File: src/rtl/stage_memory_pkg.sv
// Shared types for the MEM pipeline stage: control bundles, funct3 access codes
// and the bus FSM state type.
package stage_memory_pkg;

    typedef struct packed {
        logic MemRead;
        logic MemWrite;
    } MEM_Control_t;

    typedef struct packed {
        logic RegWrite;
        logic MemToReg;
    } WB_Control_t;

    localparam logic [2:0] F3_B  = 3'b000;
    localparam logic [2:0] F3_H  = 3'b001;
    localparam logic [2:0] F3_W  = 3'b010;
    localparam logic [2:0] F3_BU = 3'b100;
    localparam logic [2:0] F3_HU = 3'b101;

    typedef enum logic {
        IDLE,
        BUS
    } mem_state_t;

endpackage

File: src/rtl/stage_memory_load_store_align.sv
// Byte-lane steering for stores, lane select and extension for loads, and the
// alignment check for the issuing access.
module load_store_align
    import stage_memory_pkg::*;
(
    input  logic [2:0]  funct3,
    input  logic [1:0]  offset,
    input  logic [31:0] store_data,
    output logic [31:0] store_wdata,
    output logic [3:0]  store_byte_en,
    output logic        misaligned,
    input  logic [2:0]  load_funct3,
    input  logic [1:0]  load_offset,
    input  logic [31:0] load_raw,
    output logic [31:0] load_data
);
    logic [31:0] shifted;
    logic [7:0]  lane_b;
    logic [15:0] lane_h;

    always_comb begin
        store_wdata   = store_data;
        store_byte_en = 4'b1111;
        misaligned    = 1'b0;
        case (funct3)
            F3_B, F3_BU: begin
                store_wdata   = {4{store_data[7:0]}};
                store_byte_en = 4'b0001 << offset;
            end
            F3_H, F3_HU: begin
                store_wdata   = {2{store_data[15:0]}};
                store_byte_en = offset[1] ? 4'b1100 : 4'b0011;
                misaligned    = offset[0];
            end
            F3_W:    misaligned = |offset;
            default: misaligned = 1'b1;
        endcase
    end

    assign shifted = load_raw >> {load_offset, 3'b000};
    assign lane_b  = shifted[7:0];
    assign lane_h  = load_offset[1] ? load_raw[31:16] : load_raw[15:0];

    always_comb begin
        load_data = load_raw;
        case (load_funct3)
            F3_B:    load_data = {{24{lane_b[7]}}, lane_b};
            F3_BU:   load_data = {24'b0, lane_b};
            F3_H:    load_data = {{16{lane_h[15]}}, lane_h};
            F3_HU:   load_data = {16'b0, lane_h};
            default: load_data = load_raw;
        endcase
    end

endmodule

File: src/rtl/stage_memory.sv
// MEM pipeline stage: issues one data-bus access per load/store, stalls the
// pipeline until ack or timeout, and registers the MEM/WB outputs.
module stage_memory
    import stage_memory_pkg::*;
#(
    parameter int unsigned TIMEOUT_CYCLES = 255
) (
    input  logic         i_Clock,
    input  logic         i_Reset,
    input  logic         i_Valid,
    input  MEM_Control_t i_MEM_Control,
    input  WB_Control_t  i_WB_Control,
    input  logic [2:0]   i_Funct3,
    input  logic [31:0]  i_AluResult,
    input  logic [31:0]  i_rs2Value,
    input  logic [4:0]   i_rd,
    output logic         o_DBus_Req,
    output logic         o_DBus_We,
    output logic [31:0]  o_DBus_Addr,
    output logic [31:0]  o_DBus_WData,
    output logic [3:0]   o_DBus_ByteEn,
    input  logic         i_DBus_Ack,
    input  logic [31:0]  i_DBus_RData,
    output logic         o_Stall,
    output logic         o_Valid,
    output WB_Control_t  o_WB_Control,
    output logic [31:0]  o_AluResult,
    output logic [31:0]  o_LoadData,
    output logic [4:0]   o_rd,
    output logic         o_Misaligned,
    output logic         o_BusError
);
    localparam int unsigned CW = $clog2(TIMEOUT_CYCLES + 1);

    mem_state_t    state;
    logic [CW-1:0] count;
    logic [31:0]   alu_q;
    logic [2:0]    funct3_q;
    logic [4:0]    rd_q;
    WB_Control_t   wb_q;

    logic [31:0] st_wdata;
    logic [3:0]  st_be;
    logic        misaligned;
    logic [31:0] ld_data;
    logic        mem_op;
    logic        start;
    logic        timeout;

    load_store_align u_align (
        .funct3        (i_Funct3),
        .offset        (i_AluResult[1:0]),
        .store_data    (i_rs2Value),
        .store_wdata   (st_wdata),
        .store_byte_en (st_be),
        .misaligned    (misaligned),
        .load_funct3   (funct3_q),
        .load_offset   (alu_q[1:0]),
        .load_raw      (i_DBus_RData),
        .load_data     (ld_data)
    );

    assign mem_op      = i_Valid & (i_MEM_Control.MemRead | i_MEM_Control.MemWrite);
    assign start       = (state == IDLE) & mem_op & ~misaligned;
    // Timeout fires on the last permitted wait cycle so Req is high exactly TIMEOUT_CYCLES cycles.
    assign timeout     = (state == BUS) & (count == CW'(TIMEOUT_CYCLES - 1));
    assign o_Stall     = i_Reset & (start | ((state == BUS) & ~i_DBus_Ack & ~timeout));
    assign o_DBus_Addr = {alu_q[31:2], 2'b00};

    always_ff @(posedge i_Clock) begin
        if (!i_Reset) begin
            state         <= IDLE;
            count         <= '0;
            alu_q         <= '0;
            funct3_q      <= '0;
            rd_q          <= '0;
            wb_q          <= '0;
            o_DBus_Req    <= 1'b0;
            o_DBus_We     <= 1'b0;
            o_DBus_WData  <= '0;
            o_DBus_ByteEn <= '0;
            o_Valid       <= 1'b0;
            o_WB_Control  <= '0;
            o_AluResult   <= '0;
            o_LoadData    <= '0;
            o_rd          <= '0;
            o_Misaligned  <= 1'b0;
            o_BusError    <= 1'b0;
        end else begin
            o_Valid               <= 1'b0;
            o_WB_Control.RegWrite <= 1'b0;
            o_Misaligned          <= 1'b0;
            o_BusError            <= 1'b0;
            case (state)
                IDLE: begin
                    o_Valid                <= i_Valid & ~start;
                    o_WB_Control.MemToReg  <= i_WB_Control.MemToReg;
                    o_WB_Control.RegWrite  <= i_Valid & ~mem_op & i_WB_Control.RegWrite;
                    o_Misaligned           <= mem_op & misaligned;
                    o_AluResult            <= i_AluResult;
                    o_LoadData             <= '0;
                    o_rd                   <= i_rd;
                    if (start) begin
                        state         <= BUS;
                        count         <= '0;
                        alu_q         <= i_AluResult;
                        funct3_q      <= i_Funct3;
                        rd_q          <= i_rd;
                        wb_q          <= i_WB_Control;
                        o_DBus_Req    <= 1'b1;
                        o_DBus_We     <= i_MEM_Control.MemWrite;
                        o_DBus_WData  <= st_wdata;
                        o_DBus_ByteEn <= st_be;
                    end
                end
                BUS: begin
                    if (i_DBus_Ack || timeout) begin
                        state        <= IDLE;
                        o_DBus_Req   <= 1'b0;
                        o_Valid      <= 1'b1;
                        o_WB_Control <= wb_q;
                        o_AluResult  <= alu_q;
                        o_rd         <= rd_q;
                        o_LoadData   <= o_DBus_We ? '0 : ld_data;
                        if (!i_DBus_Ack) begin
                            o_WB_Control.RegWrite <= 1'b0;
                            o_BusError            <= 1'b1;
                        end
                    end else begin
                        count <= count + 1'b1;
                    end
                end
                default: state <= IDLE;
            endcase
        end
    end

endmodule

File: config.mk
export PLATFORM = sky130hd
export DESIGN_NAME = stage_memory
export DESIGN_NICKNAME = d
export VERILOG_FILES = /design/src/rtl/stage_memory_pkg.sv /design/src/rtl/stage_memory_load_store_align.sv /design/src/rtl/stage_memory.sv
export SDC_FILE = /design/constraint.sdc
export NUM_CORES = 1
export LEC_CHECK = 0
export CORE_MARGIN = 3
export CORE_UTILIZATION = 61
export CTS_BUF_LIST = sky130_fd_sc_hd__clkbuf_4 sky130_fd_sc_hd__clkbuf_8 sky130_fd_sc_hd__clkbuf_16
export CTS_CLUSTER_DIAMETER = 40
export DETAILED_ROUTE_END_ITERATION = 6
export DONT_BUFFER_PORTS = 1
export PLACE_DENSITY_LB_ADDON = 0.25
export SLEW_MARGIN = 20
export SYNTH_ARGS = -nofsm -noshare
export SYNTH_HDL_FRONTEND = slang
export SYNTH_SLANG_ARGS = --single-unit
File: constraint.sdc
create_clock -name i_Clock -period 3 [get_ports i_Clock]
set_clock_uncertainty 0.2 [all_clocks]
set_input_delay 0.75 -clock i_Clock [delete_from_list [all_inputs] [get_ports i_Clock]]
set_output_delay 0.75 -clock i_Clock [all_outputs]
set_load 0.1 [all_outputs]
==> impl_results.md <==
- Required time worst endpoint: 2.05 ns
- Pin count of the biggest net entering global routing: 56
- Setup CP Type: reg -> out
- Drt total wl: 19.6 mm
- Setup TNS: 0 ns
- Num CTS Buffers: 17
- Cells after DPL: 924
- Netlist Area Pre-Place: 0.00686 mm²
- Worst slew margin: 0.447
- Worst Path Max Fanout: 16
- GRT Overall Usage: 0.303
- Post-Synthesis Mean Instance Area: 9.53 µm²
- Detail Route Antenna Nets: 0
- Final Slew Violations: 0
- Antenna Cells: 0
- I/O pin count: 257
- Dpl hpwl: 13.8 mm
- Die Footprint: 0.0125 mm²
- Most frequent cells in the layout: 162 x dfxtp_1, 152 x buf_4, 98 x nand2_1, 59 x a22o_1, 48 x o2bb2ai_1
- Final hold violation count: 0
- DP Area: 0.00775 mm²
- Highest clock rate: 0.349 GHz
- Cell Rows: 38
- First-pass GRT wire length: 31.1 mm
- Vias: 6123
- Initial antenna violation count: 0
- Standby leakage power: 3.47 nW
- Post-synth EDFFs: 0
- Crit start category: flop
- Die width: 112 µm
- DR iter-0 viols: 692
- Design Area, Final: 0.00838 mm²
- Pwr/cell area: 671 mW/mm²
- Clock slew at reported path FFs: 0.06 ns
- Number of global-route vias before repair: 6122
- Sinks on Clock Net: 163
- Hold WC Path Type: in -> reg
- Gr ovfl total: 0
- Critical Path AT: 1.91 ns
- Yosys cell types: 56
- Skew-Pair Late Insertion Delay: 0.53 ns
- First-pass iteration count of the detailed router: 5
- Commonest non-fill, non-tap cell in the layout: dfxtp_1
- Initial Util: 0.630
- Syn Inst Count: 719
- Share of layout cells above drive strength 1: 0.247
- Minimum clock period after layout: 2.86 ns
- H-Tree Depth: 4
- DIE HEIGHT: 112 µm
- Max-cap violations: 0
- Placeable Area: 0.0109 mm²
- Multi-input gate area: 0.00309 mm²
- FILL cells: 725
- Period utilization: 0.954
- Crit. End Element: output port
- Peak supply drop: 626 µV
- Number of synthesis warnings: 0
- Endpoints failing setup: 0
- CTS root buf: clkbuf_8
- Sequential fraction of the synthesis area: 0.476
- WL/cell: 20.5 µm
- FF+latch count, synth: 163
- Area Growth Syn to Fin: 22.3%
- Worst Max-Slew Pin Slew: 0.830 ns
- Area contributors post-synth: dfxtp_1 48%, a22o_1 7.5%, o2bb2ai_1 6.1%
- Share of flip-flops with an asynchronous set or reset: 0
- Status: complete, no violations
- Yosys top cell by area: dfxtp_1
- PortBufs: 0
- Final non-filler cell total: 957
- Unrepaired setup endpoints after global routing: false
- Seq. cell area: 0.00326 mm²
- Top_reg_cell synth: dfxtp_1
- Synth top area share: 0.476
- Final-stage net count: 919
- GPL Wtd Cong: 0.847
- CTS tree: built
- Pwr Total: 5.62 mW
- Vias per inst: 6.40
- DRC: 0
- Max clock buf depth: 2
==> registers in the layout, summed over array words and instances (netlist names), 2 cells and up <==
| name | count |
|---|---|
| o_AluResult | 32 |
| rd_q | 5 |
| o_DBus_ByteEn | 4 |
| o_rd | 5 |
| o_WB_Control | 2 |
| wb_q | 2 |
| o_DBus_WData | 32 |
| count | 8 |
| funct3_q | 3 |
| alu_q | 32 |
| o_LoadData | 32 |
==> layout make-up <==
class / count / share of cell area
sequential: 163 / 0.389
multi-input combinational: 459 / 0.369
timing repair buffer: 156 / 0.146
clock buffer: 24 / 0.0602
tap: 140 / 0.0209
clock inverter: 7 / 0.0113
inverter: 8 / 0.00358
==> path summary, 6_finish.rpt <==
path | from | to | slack, ns | depth (start not counted)
hold / removal | i_rs2Value[25] | o_DBus_WData[25]$_SDFFE_PN0P_ | 0.14 | 1
setup / recovery | state$_SDFF_PN0_ | o_Stall | 0.14 | 4
setup reg to reg | count[0]$_SDFFE_PN0P_ | o_LoadData[5]$_SDFFE_PN0P_ | 0.56 | 7
hold reg to reg | o_LoadData[16]$_SDFFE_PN0P_ | o_LoadData[16]$_SDFFE_PN0P_ | 0.27 | 1
==> what timing repair did <==
action	CTS	global route
pin swaps	2	1
hold buffers	0	0
buffers inserted	1	1
gates resized for setup	2	0
endpoints found under the setup margin	1	1
==> Yosys cell counts, drive strengths merged, types with 2 or more instances <==
cell type  count
dfxtp        163
nand2         98
buf           65
a22o          59
o21ai         48
o2bb2ai       48
a31oi         39
mux2i         33
nor2          30
clkbuf        25
a21oi         13
a221oi         7
inv            7
nor3           7
o221ai         7
and3           6
a211o          5
nand2b         5
nand3          5
xor2           4
and2           3
nor2b          3
o211ai         3
a21o           2
a32o           2
a32oi          2
and4           2
and4b          2
ha             2
nand4          2
nor3b          2
nor4           2
o21bai         2
o22ai          2
==> routing by layer <==
metal	vias up	part of all wire	wire, µm	global-route usage
met5	-	0	0	0
met4	0	0.030	596	0.144
met3	54	0.10	2020	0.108
met2	314	0.49	9630	0.502
met1	2955	0.38	7360	0.352
li1	2800	-	-	-
==> report_power, final <==
part	switching (mW)	leakage, nW	internal, mW	total [mW]
registers	0.0538	1.33	2.26	2.32
clock network	0.826	0.297	1.32	2.15
logic	0.904	1.85	0.255	1.16
==> through the flow <==
step | hold WS (ns) | worst slack (ns) | util
3_3_place_gp | 0.249 | 0.383 | 0.711
4_1_cts | 0.120 | 0.0740 | 0.768
2_1_floorplan | 0.242 | 0.0777 | -
5_1_grt | 0.129 | 0.00645 | 0.770
3_5_place_dp | 0.252 | 0.339 | 0.711
6_report | 0.142 | 0.138 | 0.770
==> cells by family (layout without fill, tap and decap cells) <==
| group | count (synthesis) | in the layout | synth area share |
|---|---|---|---|
| compound gates | 244 | 244 | 0.266 |
| flops | 163 | 163 | 0.476 |
| buf+inv | 98 | 195 | 0.0809 |
| mux | 35 | 35 | 0.0531 |
| other cells | 1 | 2 | 0.000547 |
| simple gates | 172 | 172 | 0.115 |
| xor+xnor | 4 | 4 | 0.00511 |
| fa+ha+maj | 2 | 2 | 0.00365 |
==> worst max-delay path, stage by stage (launching register included) <==
cell,delay (ns)
dfxtp_2,0.41
nor2b_1,0.33
o211ai_2,0.25
a21oi_4,0.20
buf_12,0.19
(Power assumes the default switching activity.)
==> variant: new RTL, same flow settings <==
Put one more register stage on the output `o_BusError`, cleared by the reset. The value now appears one clock later. The other outputs are not delayed to match.
--- a/src/rtl/stage_memory.sv
+++ b/src/rtl/stage_memory.sv
@@ -31,6 +31,8 @@
     output logic         o_BusError
 );
     localparam int unsigned CW = $clog2(TIMEOUT_CYCLES + 1);
+
+    logic o_BusError_s0;
 
     mem_state_t    state;
     logic [CW-1:0] count;
@@ -85,12 +87,12 @@
             o_LoadData    <= '0;
             o_rd          <= '0;
             o_Misaligned  <= 1'b0;
-            o_BusError    <= 1'b0;
+            o_BusError_s0 <= 1'b0;
         end else begin
             o_Valid               <= 1'b0;
             o_WB_Control.RegWrite <= 1'b0;
             o_Misaligned          <= 1'b0;
-            o_BusError            <= 1'b0;
+            o_BusError_s0         <= 1'b0;
             case (state)
                 IDLE: begin
                     o_Valid                <= i_Valid & ~start;
@@ -124,7 +126,7 @@
                         o_LoadData   <= o_DBus_We ? '0 : ld_data;
                         if (!i_DBus_Ack) begin
                             o_WB_Control.RegWrite <= 1'b0;
-                            o_BusError            <= 1'b1;
+                            o_BusError_s0         <= 1'b1;
                         end
                     end else begin
                         count <= count + 1'b1;
@@ -135,5 +137,13 @@
         end
     end
 
+    always_ff @(posedge i_Clock) begin
+        if (!i_Reset) begin
+            o_BusError <= '0;
+        end else begin
+            o_BusError <= o_BusError_s0;
+        end
+    end
+
 endmodule
 
Formal check against the unedited RTL: no difference found for any inputs over 4 cycles, from zero or initial values and one cycle with i_Reset low; that may be too few to reach the edited logic, so the function may still have changed.
==> variant against the original RTL <==
Setup slack improved by 0.060 ns; power grew 6.1%; synthesized cell count grew 9.2%; area after synthesis increased by 2.6%; final area grew 2.5%; clock power rose by 13%; sequential share of layout area shrank 0.71 points; sequential cell count increased by 1; largest cell class unchanged; wire length grew 5.6%; first-iteration DRC count is 8.4% lower.
==> variant: results (changes against the original RTL) <==
{| class="wikitable"
! Metric !! Value
|-
| Status || complete, no violations
|-
| Instance count after placement with tap cells included || 987 (+6.8%)
|-
| Cell types with the highest counts after synthesis || dfxtp_1, nand2_1, a22o_1, o21ai_0, a21oi_1
|-
| Met1 Resource Use GR || 35.1% (-0.11 points)
|-
| Post-Synthesis Cells || 785 (+9.2%)
|-
| Worst max-slew margin expressed relative to the limit || 37.4% (-7.2 points)
|-
| Iteration count of the initial detailed-routing pass || 7 (+2)
|-
| Crit path max-delay cell type || o21ai_0
|-
| Multiplexer area fraction after synthesis || 4.70% (-0.61 points)
|-
| Via count of the first global-routing pass || 6328 (+3.4%)
|-
| Final nets || 980 (+6.6%)
|-
| Sequential element share of the synthesized area || 46.7% (-0.91 points)
|-
| Start point of the worst min-delay path || i_DBus_Ack
|-
| GP Congestion || 0.939 (+11%)
|-
| Fraction of the mapped netlist area in adder cells || 0.356% (-0.0092 points)
|-
| Global Route met3 Usage || 11.9% (+1.1 points)
|-
| # resized after CTS || 0 (-2)
|-
| Worst setup startpoint || count[0]
|-
| DR vias/cell || 6.32 (-1.1%)
|-
| Global-route usage over all layers || 31.5% (+1.2 points)
|-
| Largest net degree at the start of global routing || 82 (+46%)
|-
| Non-filler instance count after layout || 1019 (+6.5%)
|-
| Post-CTS setup buffer count || 0 (-1)
|-
| Crit-path max FO || 5 (-11)
|-
| Met3 Wirelength || 2.13 mm (+5.7%)
|-
| Worst supply voltage drop on vdd || 555 uV (-11%)
|}
[variant: cell types whose count changed in the layout (fill, tap and decap cells not counted), moves of 6 or more]
cell,delta
o2bb2ai_1,-40
a21oi_1,+36
nand2_1,+31
o31ai_1,+23
nand3_1,+11
nor2b_1,+10
a211oi_1,+9
a221oi_1,-7
nand3b_1,+7
buf_4,+6
nor2_1,-6
o21ai_0,+6
or3_1,+6
[variant: cell families after synthesis]
kind of cell,Yosys count
flops,164
mux,33
other cells,1
compound gates,267
buf+inv,104
fa+ha+maj,2
simple gates,214
[variant: stage by stage]
step / total power (uW) / cell area, um^2 / utilization (%) / setup WS (ns)
2_1_floorplan: 3380 / 7060 / - / 0.000532
3_5_place_dp: 3570 / 7910 / 71.7 / 0.252
3_3_place_gp: 3550 / 7910 / 71.7 / 0.283
6_report: 5970 / 8590 / 77.9 / 0.198
4_1_cts: 5980 / 8580 / 77.8 / 0.189
5_1_grt: 6140 / 8590 / 77.9 / 0.0927
[variant: path summary, 6_finish.rpt]
| path | end | slack (ns) | cells past startpoint |
|---|---|---|---|
| setup / recovery | o_Stall | 0.20 | 6 |
| hold / removal | o_BusError_s0 | 0.20 | 1 |
| setup reg to reg | o_LoadData[1] | 0.55 | 7 |
| hold reg to reg | o_BusError | 0.24 | 1 |
[variant: cell type report]
type / count / area [um^2] / share of cell area, %
flip-flops and latches: 164 / 3280 / 38.2
multi-input cells: 518 / 3210 / 37.4
repair buffers: 160 / 1230 / 14.3
clock buffers: 21 / 474 / 5.52
clock inverters: 11 / 196 / 2.29
well taps: 140 / 175 / 2.04
inverters: 5 / 18.8 / 0.218
